File: src/rtl/vec_mem_sequencer.sv
// vec_mem_sequencer: element-wise vector engine over a dual-port DMem.
// Walks vectors A and B, computes op(a, b) per element and writes the
// result to the destination vector, three cycles per element
// (RD -> WT -> WR). Port A is read-only; port B reads B then writes the result.
// Optional build macro VEC_STRIDE_EN adds per-vector address strides
// (stride_a, stride_b, stride_d); without it every stride is 1.
module vec_mem_sequencer #(
  parameter int ADDR_W = 10,
  parameter int DATA_W = 16,
  parameter int LEN_W  = 16
) (
  input  logic              clk,
  input  logic              reset,
  input  logic              start,
  input  logic [3:0]        op,
  input  logic [15:0]       src_a,
  input  logic [15:0]       src_b,
  input  logic [15:0]       dst,
  input  logic [LEN_W-1:0]  len,
`ifdef VEC_STRIDE_EN
  input  logic [15:0]       stride_a,
  input  logic [15:0]       stride_b,
  input  logic [15:0]       stride_d,
`endif
  output logic              busy,
  output logic              done,
  output logic              err,
  output logic [LEN_W-1:0]  elem_idx,
  output logic [ADDR_W-1:0] mem_addra,
  input  logic [DATA_W-1:0] mem_douta,
  output logic              mem_web,
  output logic [ADDR_W-1:0] mem_addrb,
  output logic [DATA_W-1:0] mem_dinb,
  input  logic [DATA_W-1:0] mem_doutb
);

  localparam logic [2:0] IDLE = 3'd0;
  localparam logic [2:0] RD   = 3'd1;
  localparam logic [2:0] WT   = 3'd2;
  localparam logic [2:0] WR   = 3'd3;
  localparam logic [2:0] FIN  = 3'd4;

  localparam logic [3:0] OP_ADD  = 4'd0;
  localparam logic [3:0] OP_SUB  = 4'd1;
  localparam logic [3:0] OP_AND  = 4'd2;
  localparam logic [3:0] OP_OR   = 4'd3;
  localparam logic [3:0] OP_XOR  = 4'd4;
  localparam logic [3:0] OP_COPY = 4'd5;

  logic [2:0]        state;
  logic [3:0]        opR;
  logic [LEN_W-1:0]  lenR;
  logic [LEN_W-1:0]  idx;
  logic [ADDR_W-1:0] ptrA;
  logic [ADDR_W-1:0] ptrB;
  logic [ADDR_W-1:0] ptrD;
  logic [DATA_W-1:0] opa;
  logic [DATA_W-1:0] opb;
  logic [DATA_W-1:0] result;
  logic              errR;
  logic              illegalOp;
  logic              lastElem;

  // Per-element address increments: running accumulators instead of i*stride.
  logic [ADDR_W-1:0] stepA;
  logic [ADDR_W-1:0] stepB;
  logic [ADDR_W-1:0] stepD;
  logic              unusedBits;

`ifdef VEC_STRIDE_EN
  // Strides are captured at start so the caller may change them mid-run.
  always_ff @(posedge clk or negedge reset) begin
    if (!reset) begin
      stepA <= '0;
      stepB <= '0;
      stepD <= '0;
    end else if (state == IDLE && start) begin
      stepA <= stride_a[ADDR_W-1:0];
      stepB <= stride_b[ADDR_W-1:0];
      stepD <= stride_d[ADDR_W-1:0];
    end
  end

  assign unusedBits = ^{src_a[15:ADDR_W], src_b[15:ADDR_W], dst[15:ADDR_W],
                        stride_a[15:ADDR_W], stride_b[15:ADDR_W], stride_d[15:ADDR_W]};
`else
  assign stepA = ADDR_W'(1);
  assign stepB = ADDR_W'(1);
  assign stepD = ADDR_W'(1);

  assign unusedBits = ^{src_a[15:ADDR_W], src_b[15:ADDR_W], dst[15:ADDR_W]};
`endif

  assign illegalOp = (op > OP_COPY);
  assign lastElem  = (idx == lenR - LEN_W'(1));

  // Sequencer state, latched command, element pointers and operand capture.
  // NOTE: sequential state uses non-blocking assignments so every register
  // samples the pre-edge values; the async reset clears them immediately.
  always_ff @(posedge clk or negedge reset) begin
    if (!reset) begin
      state <= IDLE;
      opR   <= '0;
      lenR  <= '0;
      idx   <= '0;
      ptrA  <= '0;
      ptrB  <= '0;
      ptrD  <= '0;
      opa   <= '0;
      opb   <= '0;
      errR  <= 1'b0;
    end else begin
      case (state)
        IDLE: begin
          if (start) begin
            opR  <= op;
            lenR <= len;
            idx  <= '0;
            ptrA <= src_a[ADDR_W-1:0];
            ptrB <= src_b[ADDR_W-1:0];
            ptrD <= dst[ADDR_W-1:0];
            errR <= illegalOp;
            if (illegalOp || len == '0) state <= FIN;
            else                        state <= RD;
          end
        end
        RD: state <= WT;
        WT: begin
          // Registered BRAM outputs for the RD addresses are valid now.
          opa   <= mem_douta;
          opb   <= mem_doutb;
          state <= WR;
        end
        WR: begin
          if (lastElem) begin
            state <= FIN;
          end else begin
            idx   <= idx + LEN_W'(1);
            ptrA  <= ptrA + stepA;
            ptrB  <= ptrB + stepB;
            ptrD  <= ptrD + stepD;
            state <= RD;
          end
        end
        FIN:     state <= IDLE;
        default: state <= IDLE;
      endcase
    end
  end

  // Element function, modulo 2^DATA_W; SUB simply wraps.
  // NOTE: always_comb gets a default assignment first so no path can infer a latch.
  always_comb begin
    result = '0;
    case (opR)
      OP_ADD:  result = opa + opb;
      OP_SUB:  result = opa - opb;
      OP_AND:  result = opa & opb;
      OP_OR:   result = opa | opb;
      OP_XOR:  result = opa ^ opb;
      OP_COPY: result = opa;
      default: result = '0;
    endcase
  end

  // Port B carries the B-vector read address except in WR, where it writes.
  assign mem_addra = ptrA;
  assign mem_addrb = (state == WR) ? ptrD : ptrB;
  assign mem_web   = (state == WR);
  assign mem_dinb  = result;
  assign busy      = (state != IDLE);
  assign done      = (state == FIN);
  assign err       = errR;
  assign elem_idx  = idx;

endmodule

File: config.mk
export PLATFORM = sky130hd
export DESIGN_NAME = vec_mem_sequencer
export DESIGN_NICKNAME = d
export VERILOG_FILES = /design/src/rtl/vec_mem_sequencer.sv
export SDC_FILE = /design/constraint.sdc
export NUM_CORES = 1
export LEC_CHECK = 0
export ABC_AREA = 0
export BUFFER_PORTS_ARGS = -buffer_cell sky130_fd_sc_hd__buf_2
export CORE_MARGIN = 2
export CORE_UTILIZATION = 40
export CTS_BUF_LIST = sky130_fd_sc_hd__clkbuf_2
export CTS_CLUSTER_DIAMETER = 30
export DETAILED_ROUTE_END_ITERATION = 8
export PLACE_DENSITY = 0.64
export SETUP_SLACK_MARGIN = 0.1
export SLEW_MARGIN = 20
export SYNTH_ARGS = -nofsm -noshare
export SYNTH_HDL_FRONTEND = slang
export SYNTH_SLANG_ARGS = --single-unit
File: constraint.sdc
create_clock -name clk -period 5.8 [get_ports clk]
set_input_delay 0.29 -clock clk [delete_from_list [all_inputs] [get_ports clk]]
set_output_delay 0.29 -clock clk [all_outputs]
set_load 0.01 [all_outputs]
# After elaboration in Yosys (flattened, before gate mapping)
# Cells that the tools add are included.
totals:
  reg_bits: 102
  output_inout_bits: 56
  elab_cells: 59
classes:
  add_sub_neg: 7
  magnitude_cmp: 1
  eq_ne: 12
  n_mux: 18
  bitwise_logic: 3
  n_reduce_logical: 8
ops:
  columns: ["cell", "count"]
  rows:
  - ["one-hot mux 16 bit (6 select lines)", 1]
  - ["2-to-1 mux 10 bit", 7]
  - ["one-hot mux 10 bit (2 select lines)", 3]
  - ["2-to-1 mux 16 bit", 2]
  - ["one-hot mux 16 bit (2 select lines)", 1]
  - ["adder 10 x 1 -> 10 bit, second input constant", 3]
  - ["adder 16 x 1 -> 16 bit, second input constant", 1]
  - ["adder 16 bit", 1]
  - ["AND 16 bit", 1]
  - ["== test 16 bit", 1]
  - ["logical NOT 16 bit", 1]
  - ["bitwise OR 16 bit", 1]
  - ["subtractor 16 x 1 -> 16 bit, second input constant", 1]
  - ["subtractor 16 bit", 1]
  - ["XOR 16 bit", 1]
  - ["one-hot mux 3 bit (4 select lines)", 1]
  - ["2-to-1 mux 3 bit", 3]
  - ["== test 4 x 2 -> 1 bit, second input constant", 2]
  - ["== test 4 x 3 -> 1 bit, second input constant", 2]
  - ["== test 3 x 2 -> 1 bit, second input constant", 2]
  - ["== test 4 x 1 -> 1 bit, second input constant", 1]
  - ["> comparator 4 x 3 -> 1 bit, second input constant", 1]
  - ["logical NOT 4 bit", 1]
  - ["!= test 2 bit, second input constant", 2]
  - ["8 further kinds", 8]

# Logic depth before layout (Yosys ltp)
logic_depth:
  ltp_word: 5
  mapped_depth: 14
  ltp_nobuf: 14

# Worst setup path after synthesis
# OpenSTA, ideal clock, no wires.
synth_timing:
  path_type: "reg2out"
  from: "reg opR[1]"
  to: "out mem_dinb[15]"
  arrival_time_ps: 3382
  setup_slack_ps: 2128
  stages_incl_launch_ff: 14
  path_buffers: 0
  cell_sequence: "dfrtp_1 -> nor3_1 -> nand2_1 -> o21ai_0 -> inv_1 -> ha_1 -> nor2b_1 -> o31a_1 -> o41ai_1 -> nand2_1 -> a41o_1 -> o41a_1 -> xnor2_1 -> o211ai_1"
synth_via:
  elab_chain_cells: 2
synth_rtl:
  columns: ["element", "line_no", "source"]
  rows:
  - ["start, declared", "51", "logic [3:0] opR;"]
  - ["start signal, assigned", "116", "opR <= op;"]
  - ["== test 4 x 3 -> 1 bit, or another cell as far along", "155", "case (opR)"]
  - ["one-hot mux 16 bit (6 select lines) (*)", "155", null]
  - ["end, declared", "33", "output logic [DATA_W-1:0] mem_dinb,"]
# Every way passes the cells marked *; elsewhere a longest branch is shown, timed or not.

# Worst setup path after layout
# Same ends and word-level chain as after synthesis.

==> impl_summary.log <==
INFO  metric timing.fmax = 208 MHz
INFO  metric floorplan.rows = 49
INFO  metric clkLatencyLatePin = 660 ps
INFO  metric clock-root-buffer = sky130_fd_sc_hd__clkbuf_2
INFO  metric grt_pass1_vias = 6823
INFO  metric finalNetCount = 1260
INFO  metric synth.yosys.warnings = 0
INFO  metric critPathRequiredTime = 5510 ps
INFO  metric cp_slowest_stage_delay = 540 ps
INFO  metric grt_max_degree = 65
INFO  metric yosysSeqAreaShare = 34.7%
INFO  metric gr-usage-all-layers = 20.9%
INFO  metric vdd_ir_max = 0.381 mV
INFO  metric path_delay_family = compound AO/OA/AOI/OAI gates
INFO  metric cts_max_level = 3
INFO  metric status = finished, final reports clean
INFO  metric worst_r2r_startpoint = lenR[0]
INFO  metric final_setup_violation_count = 0
INFO  metric synth.avg_cell_area = 8.09 um^2
INFO  metric transition_at_the_pin_with_the_smallest_max_transition_slack = 1080 ps
INFO  metric worst_path_buf_inv = 3
INFO  metric port_buffers = 140
INFO  metric tritoncts_clock_tree = done
INFO  metric crit_fanout = 9
INFO  metric static-leakage-power = 4.17 nW
INFO  metric post_drt_wl_per_cell = 15.3 um
INFO  metric drtPass1Iterations = 5
INFO  metric vias = 7157
INFO  metric report.final.hold_viol_count = 0
INFO  metric syn_inst = 908
INFO  metric finClkSkew = 39.2 ps
INFO  metric number_of_cells_in_the_finished_layout_apart_from_fillers = 1338
INFO  metric gpl.final_weighted_congestion = 0.832
INFO  metric cts.path.max_buffers = 2
INFO  metric timing.critical_path.arrival = 4530 ps
INFO  metric synth_async_sr_flop_share = 100%
INFO  metric finalCritPeriodShare = 83.1%
INFO  metric postSynthNetCount = 1065
INFO  metric synth_enable_flop_cells = 0
INFO  metric viasPerCell = 5.35
INFO  metric critical-path-slowest-cell = sky130_fd_sc_hd__dfrtp_1
INFO  metric cts-buffers-inserted = 9
INFO  metric ys_dominant_reg_cell = sky130_fd_sc_hd__dfrtp_1
INFO  metric boundaryPins = 159
INFO  metric design.die.area = 19500 um^2
INFO  metric worstSetupStartpointType = flop
INFO  metric dp_hpwl = 14.0 mm
INFO  metric end_kind = primary output
INFO  metric postCtsResizedCells = 0
INFO  metric critical_path.reg2reg.endpoint = ptrB[5]
INFO  metric grt_pass1_wl = 33.7 mm
INFO  metric synth_cell_type_count = 66
INFO  metric worstSetupPathType = flop to primary output
INFO  metric initialDrtViolationCount = 372
INFO  metric die_h = 140 um
INFO  metric cap_violations = 0
INFO  metric post_cts_clock_slew_at_the_launch_and_capture_registers_of_the_worst_setup_and_hold_paths = 350 ps
INFO  metric drt_drc_violations_left = 0
INFO  metric synth-seq-cells = 102
INFO  metric postLayoutCellArea = 9170 um^2
INFO  metric initial_utilization = 40.8%
INFO  metric crit_chain = nor3_1 -> buf_4 -> nand2_1 -> o21ai_0 -> inv_1 -> ha_1 -> nor2b_1 -> o31a_1 -> o41ai_1 -> nand2_1 -> a41o_1 -> o41a_1 -> xnor2_1 -> o211ai_1 -> buf_2
INFO  metric finalCriticalPeriod = 4820 ps
INFO  metric dpl_cell_area = 8210 um^2
INFO  metric syn_to_final_growth = 24.8%
INFO  metric syn_area = 7350 um^2
INFO  metric ant_nets = 0
INFO  metric timing.setup.tns = 0 ps
INFO  metric clock_sinks = 102
INFO  metric grt.overflow.total = 0
INFO  metric drive_above_1_share = 16.8%
INFO  metric dp_cells = 1237
INFO  metric critical-path-top-cell-by-count = sky130_fd_sc_hd__nand2_1
INFO  metric core-area = 18000 um^2
INFO  metric total_power = 5.27 mW
INFO  metric timing.max_slew.rel_slack = 27.8%
INFO  metric regToRegSetupSlack = 1550 ps
INFO  metric critical_path.startpoint = opR[1]
INFO  metric timing.hold.worst.class = input port to async pin
INFO  metric reg2reg_depth = 10
INFO  metric rsz0062_at_grt = no
INFO  metric power.density_cell_area = 575 nW/um^2
INFO  metric initial_antenna_violation_count = 1
INFO  metric route.final.wire_length = 20.5 mm
INFO  metric drv_slew = 0
INFO  metric fp.dieW = 140 um
synthesized netlist by cell type (3+ instances only):
| master | count | share of area, % |
|---|---|---|
| sky130_fd_sc_hd__o31ai_1 | 6 | 0.61 |
| sky130_fd_sc_hd__buf_2 | 6 | 0.41 |
| sky130_fd_sc_hd__a211oi_1 | 6 | 0.61 |
| sky130_fd_sc_hd__and2_1 | 4 | 0.34 |
| sky130_fd_sc_hd__nor4b_1 | 4 | 0.48 |
| sky130_fd_sc_hd__nand2b_1 | 6 | 0.51 |
| sky130_fd_sc_hd__ha_1 | 53 | 9.0 |
| sky130_fd_sc_hd__and3_1 | 8 | 0.68 |
| sky130_fd_sc_hd__nand3_1 | 34 | 2.3 |
| sky130_fd_sc_hd__o2111ai_1 | 6 | 0.72 |
| sky130_fd_sc_hd__buf_6 | 4 | 0.61 |
| sky130_fd_sc_hd__o21ai_0 | 88 | 6.0 |
| sky130_fd_sc_hd__a31oi_1 | 7 | 0.60 |
| sky130_fd_sc_hd__o211ai_1 | 12 | 1.2 |
| sky130_fd_sc_hd__a21oi_2 | 9 | 1.1 |
| sky130_fd_sc_hd__a21oi_1 | 53 | 3.6 |
| sky130_fd_sc_hd__a41oi_1 | 4 | 0.48 |
| sky130_fd_sc_hd__nor4_1 | 16 | 1.4 |
| sky130_fd_sc_hd__nor3b_1 | 7 | 0.72 |
| sky130_fd_sc_hd__nor3_1 | 18 | 1.2 |
| sky130_fd_sc_hd__nand4_1 | 5 | 0.43 |
| sky130_fd_sc_hd__or3_1 | 11 | 0.94 |
| sky130_fd_sc_hd__o31a_1 | 3 | 0.36 |
| sky130_fd_sc_hd__a22o_1 | 3 | 0.36 |
| sky130_fd_sc_hd__nand2_1 | 160 | 8.2 |
| sky130_fd_sc_hd__a22oi_1 | 17 | 1.7 |
| sky130_fd_sc_hd__clkbuf_1 | 36 | 1.8 |
| sky130_fd_sc_hd__xor2_1 | 10 | 1.2 |
| sky130_fd_sc_hd__dfrtp_1 | 102 | 35 |
| sky130_fd_sc_hd__nor2b_1 | 3 | 0.26 |
| sky130_fd_sc_hd__nor2_1 | 61 | 3.1 |
| sky130_fd_sc_hd__a2bb2oi_1 | 5 | 0.60 |
| sky130_fd_sc_hd__inv_1 | 45 | 2.3 |
| sky130_fd_sc_hd__xnor2_1 | 41 | 4.9 |
| sky130_fd_sc_hd__or4_1 | 7 | 0.72 |
| sky130_fd_sc_hd__o22ai_1 | 8 | 0.68 |
stage by stage:
step	utilization, %	setup WS, ps	hold WS (ps)
2_1_floorplan	-	2130	-5.59
3_3_place_gp	45.6	1670	333
3_5_place_dp	45.6	1630	346
4_1_cts	50.9	915	58.4
5_1_grt	50.9	494	61.9
6_report	50.9	982	101
placed cells by master (no fill, tap or decap), types with 9 or more instances in the layout:
master and count:
sky130_fd_sc_hd__o211ai_1 12, sky130_fd_sc_hd__nor4_1 16, sky130_fd_sc_hd__dfrtp_1 102, sky130_fd_sc_hd__o21ai_0 88, sky130_fd_sc_hd__nand2_1 160, sky130_fd_sc_hd__nor2_1 61
sky130_fd_sc_hd__buf_2 139, sky130_fd_sc_hd__clkbuf_2 10, sky130_fd_sc_hd__ha_1 53, sky130_fd_sc_hd__nand3_1 34, sky130_fd_sc_hd__dlygate4sd3_1 84, sky130_fd_sc_hd__nor3_1 18
sky130_fd_sc_hd__inv_1 45, sky130_fd_sc_hd__a21oi_2 9, sky130_fd_sc_hd__or3_1 11, sky130_fd_sc_hd__buf_4 10, sky130_fd_sc_hd__a22oi_1 17, sky130_fd_sc_hd__xnor2_1 41
sky130_fd_sc_hd__xor2_1 10, sky130_fd_sc_hd__a21oi_1 53
cell families after synthesis:
kind of cell,after synthesis,share of synthesized area (%)
flops,102,34.7
xor+xnor,52,6.38
compound gates,245,21.0
mux,2,0.289
fa+ha+maj,54,9.30
simple gates,359,23.0
buf+inv,94,5.36
timing repair:
action | in CTS | in global routing
hold buffers | 84 | 0
hold endpoints to repair | 128 | 0
buffers inserted | 0 | 0
report_power, final:
| group | internal, mW | leakage, nW | total, mW | switching [mW] |
|---|---|---|---|---|
| sequential | 1.02 | 1.25 | 1.41 | 0.396 |
| clock | 0.0737 | 0.0737 | 0.360 | 0.287 |
| combinational | 1.47 | 2.84 | 3.50 | 2.03 |
| total | 2.56 | 4.17 | 5.27 | 2.71 |
area by class of cell:
| class | instances | area (um^2) |
|---|---|---|
| fillers | 1765 | 8850 |
| multi-input cells | 712 | 4430 |
| flip-flops and latches | 102 | 2550 |
| repair buffers | 233 | 1610 |
| well taps | 229 | 287 |
| inverters | 45 | 169 |
| clock inverters | 6 | 65.1 |
| clock buffers | 10 | 50.0 |
| diodes | 1 | 2.50 |
state kept, by name (all words and copies together) (netlist names):
register	flops
elem_idx	16
err	1
lenR	16
mem_addra	10
opR	4
opa	16
opb	16
ptrB	10
ptrD	10
state	3
worst max path at each step:
stage / end / slack [ps] / cells after the start
5_1_grt: mem_dinb[15] / 490 / 15
2_1_floorplan: mem_dinb[15] / 2130 / 13
6_report: mem_dinb[15] / 980 / 15
4_1_cts: mem_dinb[15] / 910 / 15
3_3_place_gp: mem_addra[5] / 1670 / 10
3_5_place_dp: mem_addra[4] / 1630 / 10
per-layer routing:
layer | global-route usage (%) | vias to the layer above | share of wire [%]
met4 | 4.84 | 0 | 0.98
met5 | 0 | - | 0
li1 | - | 3610 | -
met1 | 27.1 | 3375 | 46
met3 | 4.44 | 16 | 4.9
met2 | 36.0 | 156 | 48
Power figures use the tool's default switching activity.
